--- config.mk ---
export PLATFORM = sky130hd
export DESIGN_NAME = seq_cascade_cmp
export DESIGN_NICKNAME = d
export VERILOG_FILES = /design/src/rtl/cmp_pkg.sv /design/src/rtl/cmp_slice.sv /design/src/rtl/seq_cascade_cmp.sv
export SDC_FILE = /design/constraint.sdc
export NUM_CORES = 1
export LEC_CHECK = 0
export CAP_MARGIN = 20
export CORE_MARGIN = 3
export CORE_UTILIZATION = 39
export CTS_CLUSTER_DIAMETER = 80
export CTS_CLUSTER_SIZE = 30
export DETAILED_ROUTE_END_ITERATION = 10
export PLACE_DENSITY_LB_ADDON = 0.25
export SYNTH_ARGS = -nofsm -noshare
export SYNTH_HDL_FRONTEND = slang
export SYNTH_SLANG_ARGS = --single-unit
--- constraint.sdc ---
create_clock -name clk -period 2.66 [get_ports clk]
set_input_delay 0.266 -clock clk [delete_from_list [all_inputs] [get_ports clk]]
set_output_delay 0.266 -clock clk [all_outputs]
set_load 0.01 [all_outputs]
--- src/rtl/cmp_pkg.sv ---
// Shared definitions for the sequential cascade comparator: FSM encoding,
// counter sizing helpers and a parameter legality check.
package cmp_pkg;

  typedef enum logic {
    IDLE = 1'b0,
    RUN  = 1'b1
  } state_t;

  function automatic int clog2(input int v);
    int r;
    r = 0;
    while ((1 << r) < v) r++;
    return r;
  endfunction

  // A single-slice configuration still needs a 1-bit counter.
  function automatic int cnt_width(input int n);
    return (clog2(n) < 1) ? 1 : clog2(n);
  endfunction

  function automatic bit params_legal(input int width, input int slice);
    return (slice >= 1) && (slice <= width) && ((width % slice) == 0);
  endfunction

endpackage

--- src/rtl/cmp_slice.sv ---
// Combinational SLICE-bit cascade cell: a difference in this slice overrides
// the incoming equal/greater flags, equality passes them through.
module cmp_slice #(
  parameter int SLICE = 2
) (
  input  logic [SLICE-1:0] as,
  input  logic [SLICE-1:0] bs,
  input  logic             eq_i,
  input  logic             gt_i,
  input  logic             flip_msb,
  output logic             eq_o,
  output logic             gt_o
);

  logic [SLICE-1:0] ax;
  logic [SLICE-1:0] bx;

  // NOTE: every signal driven here gets a full default before any partial
  // update, so no path can leave a value held and infer a latch.
  always_comb begin
    ax = as;
    bx = bs;
    // Biasing the sign bit turns a two's-complement compare into an unsigned one.
    ax[SLICE-1] = as[SLICE-1] ^ flip_msb;
    bx[SLICE-1] = bs[SLICE-1] ^ flip_msb;
    eq_o = (ax == bx) ? eq_i : 1'b0;
    gt_o = (ax == bx) ? gt_i : (ax > bx);
  end

endmodule

--- src/rtl/seq_cascade_cmp.sv ---
// Multi-cycle magnitude comparator: walks the operands SLICE bits per clock,
// least-significant slice first, through one shared cascade cell.
module seq_cascade_cmp
  import cmp_pkg::*;
#(
  parameter int WIDTH = 16,
  parameter int SLICE = 2
) (
  input  logic             clk,
  input  logic             rst,
  input  logic             start,
  input  logic [WIDTH-1:0] a,
  input  logic [WIDTH-1:0] b,
  input  logic             signed_mode,
  input  logic             e_in,
  input  logic             g_in,
  output logic             busy,
  output logic             done,
  output logic             eq,
  output logic             gt,
  output logic             lt
);

  localparam int N  = WIDTH / SLICE;
  localparam int CW = cnt_width(N);

  if (!params_legal(WIDTH, SLICE)) begin : g_bad_params
    $error("seq_cascade_cmp: WIDTH must be a positive multiple of SLICE");
  end

  state_t           state;
  state_t           state_nxt;
  logic [WIDTH-1:0] a_r;
  logic [WIDTH-1:0] b_r;
  logic             signed_r;
  logic             eq_acc;
  logic             gt_acc;
  logic [CW-1:0]    cnt;
  logic             last;
  logic [SLICE-1:0] as;
  logic [SLICE-1:0] bs;
  logic             eq_nx;
  logic             gt_nx;

  assign busy = (state == RUN);
  assign last = (cnt == CW'(N - 1));
  assign as   = a_r[int'(cnt) * SLICE +: SLICE];
  assign bs   = b_r[int'(cnt) * SLICE +: SLICE];

  cmp_slice #(.SLICE(SLICE)) u_slice (
    .as       (as),
    .bs       (bs),
    .eq_i     (eq_acc),
    .gt_i     (gt_acc),
    .flip_msb (signed_r & last),
    .eq_o     (eq_nx),
    .gt_o     (gt_nx)
  );

  always_comb begin
    state_nxt = state;
    case (state)
      IDLE:    if (start) state_nxt = RUN;
      RUN:     if (last)  state_nxt = IDLE;
      default: state_nxt = IDLE;
    endcase
  end

  // NOTE: sequential state uses non-blocking assignments so every register
  // samples pre-edge values regardless of statement order.
  always_ff @(posedge clk or posedge rst) begin
    if (rst) state <= IDLE;
    else     state <= state_nxt;
  end

  // NOTE: operand registers are reset too; they are few flops and keeping them
  // deterministic avoids X propagation into the cascade after reset.
  always_ff @(posedge clk or posedge rst) begin
    if (rst) begin
      a_r      <= '0;
      b_r      <= '0;
      signed_r <= 1'b0;
      eq_acc   <= 1'b0;
      gt_acc   <= 1'b0;
      cnt      <= '0;
      done     <= 1'b0;
      eq       <= 1'b0;
      gt       <= 1'b0;
      lt       <= 1'b0;
    end else begin
      done <= 1'b0;
      case (state)
        IDLE: begin
          if (start) begin
            a_r      <= a;
            b_r      <= b;
            signed_r <= signed_mode;
            eq_acc   <= e_in;
            gt_acc   <= g_in;
            cnt      <= '0;
          end
        end
        RUN: begin
          eq_acc <= eq_nx;
          gt_acc <= gt_nx;
          cnt    <= cnt + CW'(1);
          if (last) begin
            cnt  <= '0;
            done <= 1'b1;
            eq   <= eq_nx;
            gt   <= gt_nx;
            lt   <= ~eq_nx & ~gt_nx;
          end
        end
        default: ;
      endcase
    end
  end

endmodule

Word level (Yosys, flattened, before mapping)
Cells that the tools add are included.

Register bits: 43.

Add/subtract/negate cells: 1. Order comparisons: 1. Equality and inequality tests: 3. Shift operators: 2. Mux-type cells: 14. Bitwise operators: 7. Reductions and logical operators: 2.

Operators with widths (count): 16-bit by 5-bit indexed part select with 2-bit output (2); 1-bit 2-to-1 mux (8); 3-bit 2-to-1 mux (2); 1-bit one-hot mux with 2 select lines (3); 3-bit one-hot mux with 2 select lines (1); 2-bit AND reduction (2); 3-bit by 1-bit adder with 3-bit output, second input constant (1); 3-bit == test, second input constant (1); 1-bit NOT (3); 1-bit AND (2); 2-bit == test (1); 2-bit > comparator (1); 2-bit != test, second input constant (1); 1-bit bitwise XOR (2).

Logic depth before layout (Yosys ltp)
Gate-level depths: netlist of run 1.

Depth in word-level cells: 7. Gate-level depth with buffers: 9. Mapped depth without buffers: 9.

Cells and area by module
Synthesis of run 1 repeated with hierarchy kept, for this count alone.

Cell total of the unflattened synthesis: 134. Area total of the unflattened synthesis: 2030.7 um2.

By module, submodules not included: seq_cascade_cmp (instances 1, cells an instance 124, area an instance 1955.6 um2); cmp_slice (instances 1, cells an instance 10, area an instance 75.1 um2).

Worst setup path after synthesis of run 1
Ideal clock, no wire load.

Path type: reg2reg. From: register cnt[0]. To: register gt. Arrival time: 2217 ps. Data required time: 2539 ps. Path slack: 322 ps. Cell stages (with the launch flop): 9. Clock period less this slack: 2338 ps. Path through: dfrtp_1 > buf_6 > mux4_1 > mux2_2 > ha_1 > nand2b_1 > a21oi_1 > nor2_1 > a22o_1.

Word-level cells in the longest chain between the ends: 5.

Ends and longest elaborated chain: start: declaration (line seq_cascade_cmp.sv:38) `logic [CW-1:0] cnt;`; start signal: assignment (line seq_cascade_cmp.sv:106) `cnt <= cnt + CW'(1);`; parallel branches: the longest is 5 deep, another holds 2-bit > comparator; end signal: assignment (line seq_cascade_cmp.sv:111) `gt <= gt_nx;`; end: declaration (line seq_cascade_cmp.sv:20) `output logic gt,`.

Parallel ways; which one is timed is not known. A chain may end at the register's enable or synchronous reset.

Worst setup path after layout of run 1
Ends and elaborated chain as after synthesis.

==> impl_metrics.csv, run 1 <==
group,metric,value,unit
worst_setup_path,critical_path_depth,8,
routing,drtIter0Drc,50,
clock_network,clk_path_buf_depth,2,
sta,maxSlewViolCount,0,
synth,synth_cells,133,
grt,antenna_found_initial,0,
worst_setup_path,cp-end-kind,"flip-flop",
clock_network,root_buffer,"clkbuf_8",
finish,final_area,2550,sq um
worst_setup_path,r2r_cells,8,
synth,synth_common_cells,"43 x dfrtp_1, 35 x mux2_2, 10 x mux2i_1, 6 x nand2_1",
clock_network,cts_inserted_buffers,5,
sta,hold_viol_final,0,
synth,synth_cell_type_count,22,
sta,skew,8.28,ps
worst_hold_path,hold_path_class,"in -> async",
routing,drtAntennaViolNets,0,
finish,nFillCells,428,
grt,grt_pass1_vias,1208,
routing,totalWireLength,3.66,mm
clock_network,clk_latency,290,ps
power,power.density,1170,nW/um^2
grt,grt_max_degree,44,
synth,syn_area,1980,sq um
die,coreArea,4820,sq um
synth,yosysSeqAreaShare,54.3,%
synth,synth_top_area_share,54.3,%
placement,io_buffers,42,
sta,rsz0062_at_grt,"false",
synth,ys_ff_latch,43,
placement,place.detailed.hpwl,2.67,mm
routing,wl_per_cell,14.9,um
sta,relSlewSlack,64.2,%
worst_setup_path,critPathLaunchType,"flip-flop",
routing,drc_errors,0,
die,chipWidth,77.3,um
worst_setup_path,cp.required,2840,ps
grt,grtUsageTotal,12.8,%
run,cap_violations,0,
sta,max_freq,406,MHz
grt,grt-ovfl-total,0,
worst_setup_path,critPathBufInv,1,
finish,drive_gt1_share,27.4,%
worst_setup_path,crit_family,"multiplexers",
finish,syn_to_final_growth,28.7,%
grt,grt_first_pass_wirelength,5.93,mm
routing,viasPerCell,4.91,
synth,async_reset_ff_share,100,%
synth,synth-edff-count,0,
power,vdd_ir_drop_max,0.523,mV
synth,synth.most_common_cell,"dfrtp_1",
synth,ys_warn_count,0,
worst_setup_path,cp_slowest_cell,"mux4_1",
die,die_height,77.3,um
worst_setup_path,arrival,2640,ps
worst_setup_path,crit_path_max_incr_delay,570,ps
finish,fin_nets,220,
die,std_cell_rows,25,
power,power.leakage,1.09,nW
sta,worst_pin_slew,537,ps
worst_setup_path,setup.worst_path.class,"reg -> reg",
routing,firstDrtPassIters,4,
sta,period_minus_slack,2460,ps
die,die_area,5970,sq um
routing,via_count,1209,
synth,avgSynthCellArea,14.9,sq um
sta,setup_tns,0,ps
clock_network,clk_pin_slew_worst_paths,80,ps
clock_network,cts_hold_buf,0,
clock_network,cts_tree,"done",
synth,synthTopCellsByArea,"dfrtp_1 54%, mux2_2 20%, mux4_1 6.6%, mux2i_1 5.1%, ha_1 2.5%",
status,status,"complete, no violations",
clock_network,h-tree-depth,2,
synth,synth_top_cell_by_area,"dfrtp_1",
worst_setup_path,worst-path-max-fanout,9,
finish,final_cell_count_no_fill,246,
finish,antennaDiodeCount,0,
sta,min_period_over_period,92.6,%
synth,syn_nets,175,
worst_setup_path,cp_cell_sequence,"buf_4, mux4_1, mux2i_1, ha_1, nand2b_1, a21oi_1, nor2_1, a22o_1",
die,start_util,41.1,%
synth,synthFlopType,"dfrtp_1",
placement,place_congestion,0.756,
sta,whs,409,ps
placement,placed_area,2460,sq um
placement,dp_cells,238,
sta,finalSetupViolations,0,
clock_network,clkSinkCount,43,
die,io_pins,43,
worst_setup_path,ff2ff_setup_slack,200,ps
-- stage by stage --
step | util (%) | power (W) | worst slack, ps
final | 52.9 | 0.00298 | 197
after global routing | 52.9 | 0.00319 | 40.3
after CTS | 52.9 | 0.00301 | 147
after detailed placement | 51.1 | 0.00260 | 169
after global placement | 51.1 | 0.00255 | 223
after floorplan | - | 0.00227 | 322
-- final timing paths --
| kind | from | endpoint |
|---|---|---|
| worst max-delay path | cnt[0] | gt |
| worst min-delay path | rst | b_r[14] |
| worst max register to register | cnt[0] | gt |
| worst min register to register | lt | lt |
| max in group asynchronous | rst | cnt[1] |
| min in group clk | lt | lt |
-- per-layer routing --
metal	part of all wire (%)	vias up	GRT usage (%)
met4	0.74	0	3.74
met5	0	-	0
met3	4.3	4	3.87
met2	50	33	20.0
met1	45	600	17.2
li1	-	572	-
-- power by group --
part | switching, W | internal, W
combinational | 0.000518 | 0.000838
clock | 0.000214 | 0.000183
sequential | 0.000244 | 0.000986
-- state kept, by name (all words and copies together) (netlist names) --
name	cells
gt	1
a_r	16
b_r	16
eq_acc	1
done	1
cnt	3
eq	1
gt_acc	1
signed_r	1
lt	1
busy	1
-- cells by family after synthesis --
kind of cell	count (synthesis)	share of synthesized area, %
mux	51	32.7
flops	43	54.3
simple gates	14	3.29
compound gates	10	3.47
buf+inv	9	2.78
fa+ha+maj	4	2.53
xor+xnor	2	0.885
-- timing repair --
item / in CTS / in global routing
gates resized for setup: 0 / 1
setup buffers: 0 / 0
endpoints found under the setup margin: 0 / 2
-- tightest hold or removal path: cells and delay by family --
kind                   cells  cell delay [ps]
buffers and inverters      3              890
-- placed cells by master (no fill, tap or decap), types with 4 or more instances in the layout --
cell type and instances:
clkbuf_8 5, clkdlybuf4s50_1 42, dfrtp_1 42, ha_1 4
mux2_2 35, mux2i_1 10, mux4_1 5, nand2_1 6
-- layout make-up --
cell class              instances  area (sq um)  area share, %
clock buffers                   6          72.6           2.85
clock inverters                 2          12.5          0.491
inverters                       2          7.51          0.295
multi-input cells              81           852           33.4
flip-flops and latches         43          1080           42.3
well taps                      67          83.8           3.29
repair buffers                 45           443           17.4
(Power assumes the default switching activity.)
==> run 2, diff against run 1 <==
Settings changed: PLACE_DENSITY set to 0.72, PLACE_DENSITY_LB_ADDON 0.25 to not set.
Clock period 2.66 ns to 3.2 ns, I/O delays scaled along.
==> impl_metrics.csv, run 2 (same netlist as run 1, synthesis figures left out) <==
group,metric,value,unit
clock_network,cts_hold_buf,0,
worst_setup_path,worst-path-max-fanout,12,
sta,skew,8.30,ps
power,power.leakage,1.09,nW
grt,grt-ovfl-total,0,
clock_network,cts_tree,"done",
power,internal-power,0.00167,W
sta,hold_viol_final,0,
finish,fin_nets,220,
worst_setup_path,critPathBufInv,0,
finish,layout_commonest_cell,"dfrtp_1",
die,io_pins,43,
routing,totalWireLength,3.65,mm
sta,min_period_over_period,85.0,%
run,cap_violations,0,
die,die_height,77.3,um
power,pwr-share-clk,13.2,%
power,share_comb_of_total_power,45.0,%
worst_setup_path,r2r_end,"gt",
clock_network,clk_latency,290,ps
die,chipWidth,77.3,um
placement,place.detailed.hpwl,2.78,mm
routing,viasPerCell,4.93,
sta,whs,341,ps
die,die_area,5970,sq um
finish,syn_to_final_growth,28.4,%
die,coreArea,4820,sq um
clock_network,cts_resized,0,
placement,dp_cells,238,
sta,rsz0062_at_grt,"false",
worst_setup_path,arrival,2900,ps
finish,final_cell_mix,"43 x dfrtp_1, 42 x clkdlybuf4s50_1, 35 x mux2_2",
grt,grt_pass1_vias,1362,
die,std_cell_rows,25,
power,power.density,971,nW/um^2
sta,period_minus_slack,2720,ps
sta,finalSetupViolations,0,
die,start_util,41.1,%
sta,setup_tns,0,ps
sta,relSlewSlack,61.9,%
routing,wl_per_cell,14.8,um
grt,antenna_found_initial,0,
power,p_sw_share,32.6,%
placement,pre_cts_ws,502,ps
sta,worst_pin_slew,571,ps
placement,io_buffers,42,
power,p_sw,0.000805,W
finish,antennaDiodeCount,0,
worst_setup_path,cp_slowest_cell,"dfrtp_1",
clock_network,cts_setup_buffers,0,
clock_network,clk_path_buf_depth,2,
worst_setup_path,crit_path_max_incr_delay,710,ps
worst_setup_path,setup.worst_path.class,"reg -> reg",
worst_setup_path,critical_path_depth,7,
status,status,"complete, no violations",
power,seq_power_share,41.8,%
finish,nFillCells,427,
worst_hold_path,hold_path_class,"in -> async",
clock_network,h-tree-depth,2,
sta,maxSlewViolCount,0,
routing,drtAntennaViolNets,0,
worst_setup_path,endpoint,"gt",
finish,fin_util,52.8,%
finish,drive_gt1_share,26.3,%
worst_setup_path,cp_cell_sequence,"mux4_1, mux2_2, ha_1, nand2b_1, a21oi_1, nor2_1, a22o_1",
grt,grtUsageTotal,13.5,%
finish,seqCellArea,1080,sq um
worst_setup_path,r2r_cells,7,
clock_network,root_buffer,"clkbuf_8",
clock_network,clk_pin_slew_worst_paths,80,ps
power,vdd_ir_drop_max,0.445,mV
routing,drc_errors,0,
routing,firstDrtPassIters,3,
clock_network,cts_inserted_buffers,5,
worst_setup_path,critPathLaunchType,"flip-flop",
finish,multi_input_area,852,sq um
worst_setup_path,cp-end-kind,"flip-flop",
finish,final_cell_count_no_fill,246,
worst_setup_path,cp-startpoint,"cnt[0]",
clock_network,clkSinkCount,43,
routing,drtIter0Drc,79,
worst_setup_path,cp.required,3380,ps
grt,grt_first_pass_wirelength,6.39,mm
finish,reg_top3,"a_r: 16 flops, b_r: 16 flops, cnt: 3 flops",
placement,place_congestion,0.812,
worst_setup_path,timing.rr.start,"cnt[0]",
grt,grt_max_degree,32,
worst_setup_path,ff2ff_setup_slack,480,ps
worst_setup_path,crit_family,"multiplexers",
sta,layout_setup_ws,481,ps
sta,max_freq,368,MHz
routing,via_count,1214,
==> run 2: power groups by stage <==
stage | combinational, W | clock, W | sequential (W)
after detailed placement | 0.00112 | 0 | 0.00105
after global routing | 0.00125 | 0.000358 | 0.00108
after CTS | 0.00113 | 0.000332 | 0.00104
after global placement | 0.00106 | 0 | 0.00104
after floorplan | 0.000947 | 0 | 0.000941
final | 0.00111 | 0.000325 | 0.00103
==> run 2: cell type report <==
| class | count | area share (%) |
|---|---|---|
| sequential | 43 | 42.3 |
| inverter | 2 | 0.295 |
| clock buffer | 7 | 3.00 |
| tap | 67 | 3.30 |
| clock inverter | 1 | 0.197 |
| multi-input combinational | 81 | 33.5 |
| timing repair buffer | 45 | 17.4 |
==> run 2: layer usage <==
layer | wire (um) | GRT usage [%]
met3 | 186 | 3.87
met2 | 1670 | 19.9
met4 | 36 | 4.27
met5 | 0 | 0
met1 | 1760 | 19.2
==> run 2: how the worst min path moves through the flow <==
stage	from	endpoint	slack, ps	cells after the start
2_1_floorplan	start	cnt[2]	430	1
3_3_place_gp	lt	lt	470	2
3_5_place_dp	lt	lt	470	2
4_1_cts	rst	a_r[0]	350	2
5_1_grt	rst	a_r[7]	370	2
6_report	rst	a_r[5]	340	2
==> run 2: metrics by stage <==
step | area [sq um] | total power, W
2_1_floorplan | 1980 | 0.00189
3_3_place_gp | 2460 | 0.00210
3_5_place_dp | 2460 | 0.00217
4_1_cts | 2540 | 0.00250
5_1_grt | 2540 | 0.00269
6_report | 2540 | 0.00247
==> run 3, diff against run 2 <==
Clock period 3.2 ns to 2.8 ns, I/O delays scaled along.
==> impl_metrics.csv, run 3 (same netlist as run 1, synthesis figures left out) <==
group,metric,value,unit
grt,grt-ovfl-total,0,
grt,gr-usage-met1,18.4,%
routing,via_count,1219,
placement,dp_cells,239,
worst_setup_path,cp-end-kind,"flip-flop",
clock_network,cts_tree,"done",
finish,drive_gt1_share,27.8,%
sta,worst_pin_slew,527,ps
worst_hold_path,hold_path_class,"in -> async",
grt,top_usage_layer,"met2",
clock_network,h-tree-depth,2,
die,coreArea,4820,sq um
clock_network,clkSinkCount,43,
sta,max_freq,391,MHz
sta,rsz0062_at_grt,"false",
status,status,"complete, no violations",
grt,grtUsageTotal,13.5,%
clock_network,cts_hold_buf,0,
sta,hold_viol_final,0,
finish,final_cell_count_no_fill,247,
worst_setup_path,arrival,2740,ps
sta,setup_tns,0,ps
grt,grt_first_pass_wirelength,6.38,mm
grt,grt_pass1_vias,1368,
worst_setup_path,critPathLaunchType,"flip-flop",
routing,firstDrtPassIters,6,
routing,totalWireLength,3.55,mm
routing,wl_per_cell,14.4,um
power,power.density,1120,nW/um^2
die,std_cell_rows,25,
worst_setup_path,setup.worst_path.class,"reg -> reg",
grt,grt_use_met2,20.5,%
grt,antenna_found_initial,0,
power,power.leakage,1.11,nW
clock_network,clk_pin_slew_worst_paths,80,ps
routing,viasPerCell,4.94,
finish,final_cell_mix,"42 x dfrtp_1, 42 x clkdlybuf4s50_1, 35 x mux2_2",
grt,grt_use_met3,4.69,%
sta,period_minus_slack,2560,ps
die,chipWidth,77.3,um
sta,relSlewSlack,64.9,%
die,die_area,5970,sq um
placement,place.detailed.hpwl,2.62,mm
finish,syn_to_final_growth,29.8,%
clock_network,clk_path_buf_depth,2,
clock_network,root_buffer,"clkbuf_8",
clock_network,clk_latency,290,ps
sta,whs,423,ps
worst_setup_path,cp.required,2980,ps
sta,maxSlewViolCount,0,
finish,fin_nets,221,
sta,skew,8.20,ps
die,start_util,41.1,%
run,cap_violations,0,
sta,min_period_over_period,91.3,%
clock_network,cts_inserted_buffers,5,
finish,antennaDiodeCount,0,
placement,place_congestion,0.782,
worst_setup_path,worst-path-max-fanout,10,
die,die_height,77.3,um
routing,drtAntennaViolNets,0,
routing,drc_errors,0,
placement,io_buffers,42,
finish,reg_top3,"a_r: 16 flops, b_r: 16 flops, cnt: 3 flops",
worst_setup_path,ff2ff_setup_slack,240,ps
sta,finalSetupViolations,0,
power,vdd_ir_drop_max,0.443,mV
grt,grt_max_degree,44,
routing,drtIter0Drc,51,
die,io_pins,43,
-- run 3: cell type report --
type,instances,area (sq um)
sequential,43,1080
multi-input combinational,81,852
tap,67,83.8
fill,438,2250
timing repair buffer,46,450
clock buffer,8,100
inverter,2,7.51
-- run 3: layer usage --
| metal | vias to the layer above | wire length [um] |
|---|---|---|
| met5 | - | 0 |
| met4 | 0 | 21 |
| met3 | 4 | 207 |
| met2 | 43 | 1640 |
| met1 | 598 | 1690 |
| li1 | 574 | - |
-- run 3: final timing paths --
path	start	endpoint	cells past startpoint
setup / recovery	cnt[0]	gt	7
hold / removal	rst	a_r[0]	3
setup reg to reg	cnt[0]	gt	7
hold reg to reg	lt	lt	2
max in group asynchronous	rst	cnt[1]	3
min in group clk	lt	lt	2
-- run 3: repair_timing --
action                     in CTS  in global routing
setup endpoints to repair       0                  2
setup buffers                   0                  0
resized for setup               0                  1
-- run 3: critical path, stage by stage (launching register included) --
cell and delay, ps:
dfrtp_1 590, mux4_1 620, mux2_2 280, ha_1 310
nand2b_1 150, a21oi_1 180, nor2_1 90, a22o_1 230
-- run 3: report_power, final --
group          internal (W)  switching, W  total, W
Clock              0.000225      0.000195  0.000420
Combinational      0.000801      0.000498   0.00130
Sequential         0.000936      0.000232   0.00117
-- run 3: through the flow --
stage	total power, W	worst slack [ps]	cell area, sq um	util [%]
finish	0.00289	244	2570	53.4
detailed placement	0.00249	249	2470	51.3
global route	0.00315	13.0	2570	53.4
CTS	0.00293	222	2570	53.4
global placement	0.00241	341	2470	51.3
floorplan	0.00216	462	1980	-
